==> src/rtl/eb_pkg.sv <==
`default_nettype none
// ============================================================================
// Module : eb_pkg
// Shared types and the round-robin pick helper for elastic_buffer front ends.
// Rev    : 1.0
// ============================================================================
package eb_pkg;

    localparam int DATA_LENGHT_DEF = 16;
    localparam int RR_MAX_REQ      = 16;
    localparam int RR_IDX_W        = 4;

    typedef logic [DATA_LENGHT_DEF-1:0] data_t;

    typedef enum logic [0:0] {
        IDLE  = 1'b0,
        BURST = 1'b1
    } arb_state_e;

    // Returns {found, index}: first set bit of valid scanning start, start+1, ... mod n.
    function automatic logic [RR_IDX_W:0] rr_pick(
        input logic [RR_MAX_REQ-1:0] valid,
        input logic [RR_IDX_W-1:0]   start,
        input int                    n
    );
        logic                found;
        logic [RR_IDX_W-1:0] idx;
        int                  k;
        found = 1'b0;
        idx   = '0;
        k     = 0;
        for (int i = 0; i < RR_MAX_REQ; i++) begin
            k = (int'(start) + i) % n;
            if ((i < n) && !found && valid[k[RR_IDX_W-1:0]]) begin
                found = 1'b1;
                idx   = k[RR_IDX_W-1:0];
            end
        end
        return {found, idx};
    endfunction

endpackage
`default_nettype wire

==> src/rtl/eb_rr_arbiter_pick.sv <==
`default_nettype none
// ============================================================================
// Module : rr_pick_comb
// Rotating priority encoder: first valid index at or after i_start, wrapping.
// Rev    : 1.0
// ============================================================================
module rr_pick_comb
    import eb_pkg::*;
#(
    parameter int NUM_REQ = 4,
    parameter int IW      = $clog2(NUM_REQ)
) (
    input  logic [NUM_REQ-1:0] i_valid,
    input  logic [IW-1:0]      i_start,
    output logic               o_found,
    output logic [IW-1:0]      o_idx
);

    logic [IW-1:0] w_k;

    // Scan from the far end so the candidate closest to i_start overwrites last.
    always_comb begin
        o_found = 1'b0;
        o_idx   = '0;
        w_k     = '0;
        for (int i = NUM_REQ - 1; i >= 0; i--) begin
            w_k = IW'((int'(i_start) + i) % NUM_REQ);
            if (i_valid[w_k]) begin
                o_found = 1'b1;
                o_idx   = w_k;
            end
        end
    end

endmodule
`default_nettype wire

==> src/rtl/eb_rr_arbiter.sv <==
`default_nettype none
// ============================================================================
// Module : eb_rr_arbiter
// Burst-limited round-robin arbiter feeding one registered elastic_buffer port.
// Rev    : 1.0
// ============================================================================
module eb_rr_arbiter
    import eb_pkg::*;
#(
    parameter int DATA_LENGHT = 16,
    parameter int NUM_REQ     = 4,
    parameter int MAX_BURST   = 4
) (
    input  logic                           clk,
    input  logic                           rst_n,
    input  logic [NUM_REQ-1:0]             i_valid,
    input  logic [NUM_REQ*DATA_LENGHT-1:0] i_data,
    output logic [NUM_REQ-1:0]             i_ready,
    output logic                           o_valid,
    output logic [DATA_LENGHT-1:0]         o_data,
    output logic [$clog2(NUM_REQ)-1:0]     o_src,
    input  logic                           o_ready
);

    localparam int IW = $clog2(NUM_REQ);
    localparam int CW = $clog2(MAX_BURST + 1);

    logic [IW-1:0]          r_owner;
    logic [CW-1:0]          r_cnt;
    arb_state_e             r_state;
    logic                   r_valid;
    logic [DATA_LENGHT-1:0] r_data;
    logic [IW-1:0]          r_src;

    logic                   w_load;
    logic                   w_keep;
    logic [IW-1:0]          w_start;
    logic                   w_pick_found;
    logic [IW-1:0]          w_pick_idx;
    logic                   w_found;
    logic [IW-1:0]          w_win;
    logic [DATA_LENGHT-1:0] w_win_data;

    assign w_load  = !r_valid || o_ready;
    assign w_start = (r_owner == IW'(NUM_REQ - 1)) ? '0 : r_owner + IW'(1);

    // Burst continuation only while the count is below the limit; afterwards the
    // owner sits last in the scan, so a lone requester still gets re-granted.
    assign w_keep  = (r_state == BURST) && i_valid[r_owner] && (r_cnt < CW'(MAX_BURST));

    rr_pick_comb #(
        .NUM_REQ (NUM_REQ),
        .IW      (IW)
    ) u_pick (
        .i_valid (i_valid),
        .i_start (w_start),
        .o_found (w_pick_found),
        .o_idx   (w_pick_idx)
    );

    assign w_found    = w_keep || w_pick_found;
    assign w_win      = w_keep ? r_owner : w_pick_idx;
    assign w_win_data = i_data[int'(w_win) * DATA_LENGHT +: DATA_LENGHT];

    always_comb begin
        i_ready = '0;
        if (rst_n && w_load && w_found) begin
            i_ready[w_win] = 1'b1;
        end
    end

    always_ff @(posedge clk or negedge rst_n) begin
        if (!rst_n) begin
            r_owner <= IW'(NUM_REQ - 1);
            r_cnt   <= '0;
            r_state <= IDLE;
            r_valid <= 1'b0;
            r_data  <= '0;
            r_src   <= '0;
        end else if (w_load) begin
            if (w_found) begin
                r_valid <= 1'b1;
                r_data  <= w_win_data;
                r_src   <= w_win;
                if (w_keep) begin
                    r_cnt <= r_cnt + CW'(1);
                end else begin
                    r_owner <= w_win;
                    r_cnt   <= CW'(1);
                    r_state <= BURST;
                end
            end else begin
                r_valid <= 1'b0;
                r_cnt   <= '0;
                r_state <= IDLE;
            end
        end
    end

    assign o_valid = r_valid;
    assign o_data  = r_data;
    assign o_src   = r_src;

endmodule
`default_nettype wire
==> config.mk <==
export PLATFORM = sky130hd
export DESIGN_NAME = eb_rr_arbiter
export DESIGN_NICKNAME = d
export VERILOG_FILES = /design/src/rtl/eb_pkg.sv /design/src/rtl/eb_rr_arbiter_pick.sv /design/src/rtl/eb_rr_arbiter.sv
export SDC_FILE = /design/constraint.sdc
export NUM_CORES = 1
export LEC_CHECK = 0
export ABC_AREA = 1
export CAP_MARGIN = 20
export CORE_MARGIN = 2
export CORE_UTILIZATION = 41
export DETAILED_ROUTE_END_ITERATION = 8
export PLACE_DENSITY = 0.85
export SYNTH_ARGS = -nofsm -noshare
export SYNTH_HDL_FRONTEND = slang
export SYNTH_SLANG_ARGS = --single-unit
export TNS_END_PERCENT = 10
==> constraint.sdc <==
create_clock -name clk -period 4.79 [get_ports clk]
set_input_delay 1.437 -clock clk [delete_from_list [all_inputs] [get_ports clk]]
set_output_delay 1.437 -clock clk [all_outputs]
set_load 0.05 [all_outputs]
==> results_dict.tcl <==
set metrics [dict create \
    yosysTopAreaCellShare_pct 27.76 \
    layout_commonest_cell "clkdlybuf4s50_1" \
    totalWireLength_um 6488 \
    fillers 430 \
    clock_skew_ns 0.004414 \
    post-place-ws_ns 0.01032 \
    final_cells 475 \
    critPathMaxFanout 4 \
    fp.coreArea_mm2 0.004786 \
    setup.worst_path.class "in2out" \
    regArea_um2 628.1 \
    cts.sinks 25 \
    synth_cell_types 25 \
    drt_iter0_drc 168 \
    fin_ws_ns 0.1150 \
    syn_area_mm2 0.002073 \
    slew_headroom_pct 64.57 \
    wire_per_inst_um 13.66 \
    num_rows 25 \
    fp.dieH_um 75.11 \
    fin_crit_ns 4.675 \
    area_growth_pct 52.14 \
    min_path_type "reg2reg" \
    grt_usage_pct 22.95 \
    fmax_mhz 213.9 \
    antenna_left 0 \
    synthesis.nets 399 \
    worstMarginPinSlew_ns 0.5298 \
    final_cell_area_mm2 0.003154 \
    cp-start-kind "primary input" \
    netlist_instances 325 \
    gr-total-overflow 0 \
    synthTopCellsByArea "dfrtp_1, nand3_1, nor2_1" \
    drc_errors 0 \
    n_antenna_cell 0 \
    initial_core_util_pct 43.32 \
    cts_tree "yes" \
    clk_path_buf_depth 2 \
    clk_pin_slew_ns 0.09 \
    io_buffers 93 \
    antenna_found_initial 0 \
    placed_area_mm2 0.003044 \
    setup_viol 0 \
    cts_hold_buf 0 \
    hpwl_um 4683 \
    hold_violations 0 \
    firstDrtPassIters 4 \
    outcome "completed" \
    synth_seq_cells 25 \
    required_ns 3.35 \
    setup.worst_path.end_class "output port" \
    period_share_pct 97.60 \
    synth_top_cell_by_area "dfrtp_1" \
    die-width_um 75.11 \
    grt_pass1_wl_um 10250 \
    drv_cap 0 \
    multi_input_area_mm2 0.001234 \
    vias 2410 \
    grt_pass1_vias 2290 \
    nNetsFinal 483 \
    clock_latency_ns 0.27 \
    dieArea_mm2 0.005642 \
    io_pins 94 \
    via_per_inst 5.074 \
    cts_root_buf "clkbuf_8" \
    grt_start_max_net_pins 49 \
    drive_above_1_share_pct 11.52 \
    synth-seq-area-share_pct 30.30 \
    cts_buffers 3 \
    placed_cells 471 \
    place.gp.congestion 0.9134 \
    final-max-slew-violation-count 0 \
    avgSynthCellArea_um2 6.379 \
    arrival_ns 3.24 \
    htree_num_levels 1 \
    mostFrequentLayoutCells "clkdlybuf4s50_1, nor2_1, nand3_1, nand2_1, inv_1" \
    ys_warn_count 0 \
]
==> synth_stat cells (all sizes together) <==
cell and n:
clkbuf 1, inv 36, nor3 4, buf 20
dfrtp 23, nor2 74, and2 1, nand2 60
a21oi 19, nand3 58, o21ai 7, ha 3
dfstp 2, nand4 16, nand3b 1
==> logic make-up (layout without fill, tap and decap cells) <==
| group | Yosys count | in the layout | share of synthesized area (%) |
|---|---|---|---|
| and+or+nand+nor | 214 | 214 | 47.26 |
| buffers and inverters | 57 | 140 | 13.46 |
| AOI/OAI and AO/OA | 26 | 26 | 7.182 |
| DFF | 25 | 25 | 30.30 |
| adders and majority gates | 3 | 3 | 1.811 |
==> final cells by class <==
cell class                 count  share of cell area [%]
sequential                    25                   19.91
multi-input combinational    243                   39.11
clock buffer                   4                   1.428
timing repair buffer         100                   32.45
inverter                      36                   4.443
tap                           67                   2.658
==> path summary, 6_finish.rpt <==
check / from / to / slack [ns] / depth (start not counted)
max in group asynchronous: rst_n / r_owner[1] / 2.84 / 2
worst min register to register: r_cnt[2] / r_cnt[2] / 0.51 / 2
worst min-delay path: r_cnt[2] / r_cnt[2] / 0.51 / 2
worst max-delay path: i_valid[3] / i_ready[3] / 0.12 / 12
min in group asynchronous: rst_n / o_data[9] / 1.66 / 2
worst max register to register: r_owner[0] / o_data[14] / 1.89 / 17
==> stage by stage <==
stage                     util [%]  hold WS (ns)  setup TNS [ns]
final                        65.91        0.5072               0
after global routing         65.91        0.5463         -0.1284
after CTS                    64.55        0.5089               0
after detailed placement     63.61        0.4885               0
after global placement       63.61        0.4762               0
after floorplan                  -        0.4537        -0.09472
==> sequential cells by signal, indices dropped and copies added, names as in the netlist <==
| register | flops |
|---|---|
| r_owner | 2 |
| r_cnt | 3 |
| o_data | 16 |
| r_state | 1 |
| o_valid | 1 |
| o_src | 2 |
==> routing by layer <==
| layer | global-route usage [%] | routed length (um) | part of all wire (%) |
|---|---|---|---|
| met1 | 29.59 | 2672 | 41 |
| met2 | 39.38 | 3207 | 49 |
| met3 | 3.079 | 477 | 7.4 |
| met4 | 7.937 | 131 | 2.0 |
| met5 | 0 | 0 | 0 |
==> repair_timing <==
action | 4_1_cts | 5_1_grt
setup buffers | 0 | 0
endpoints found under the hold margin | 0 | 0
endpoints found under the setup margin | 0 | 4
gates resized for setup | 0 | 15
==> critical path: stages <==
cell	delay, ns
clkdlybuf4s50_1	0.47
nand2_1	0.07
nand2_1	0.11
nand3_1	0.13
nand2_1	0.10
inv_1	0.05
nand3_1	0.09
nor2_1	0.07
nor2_2	0.19
nand2_4	0.13
nor3_4	0.22
buf_12	0.16
Power is not shown: default switching activity piles up to over one toggle a cycle in this logic, so the estimate is an artifact.
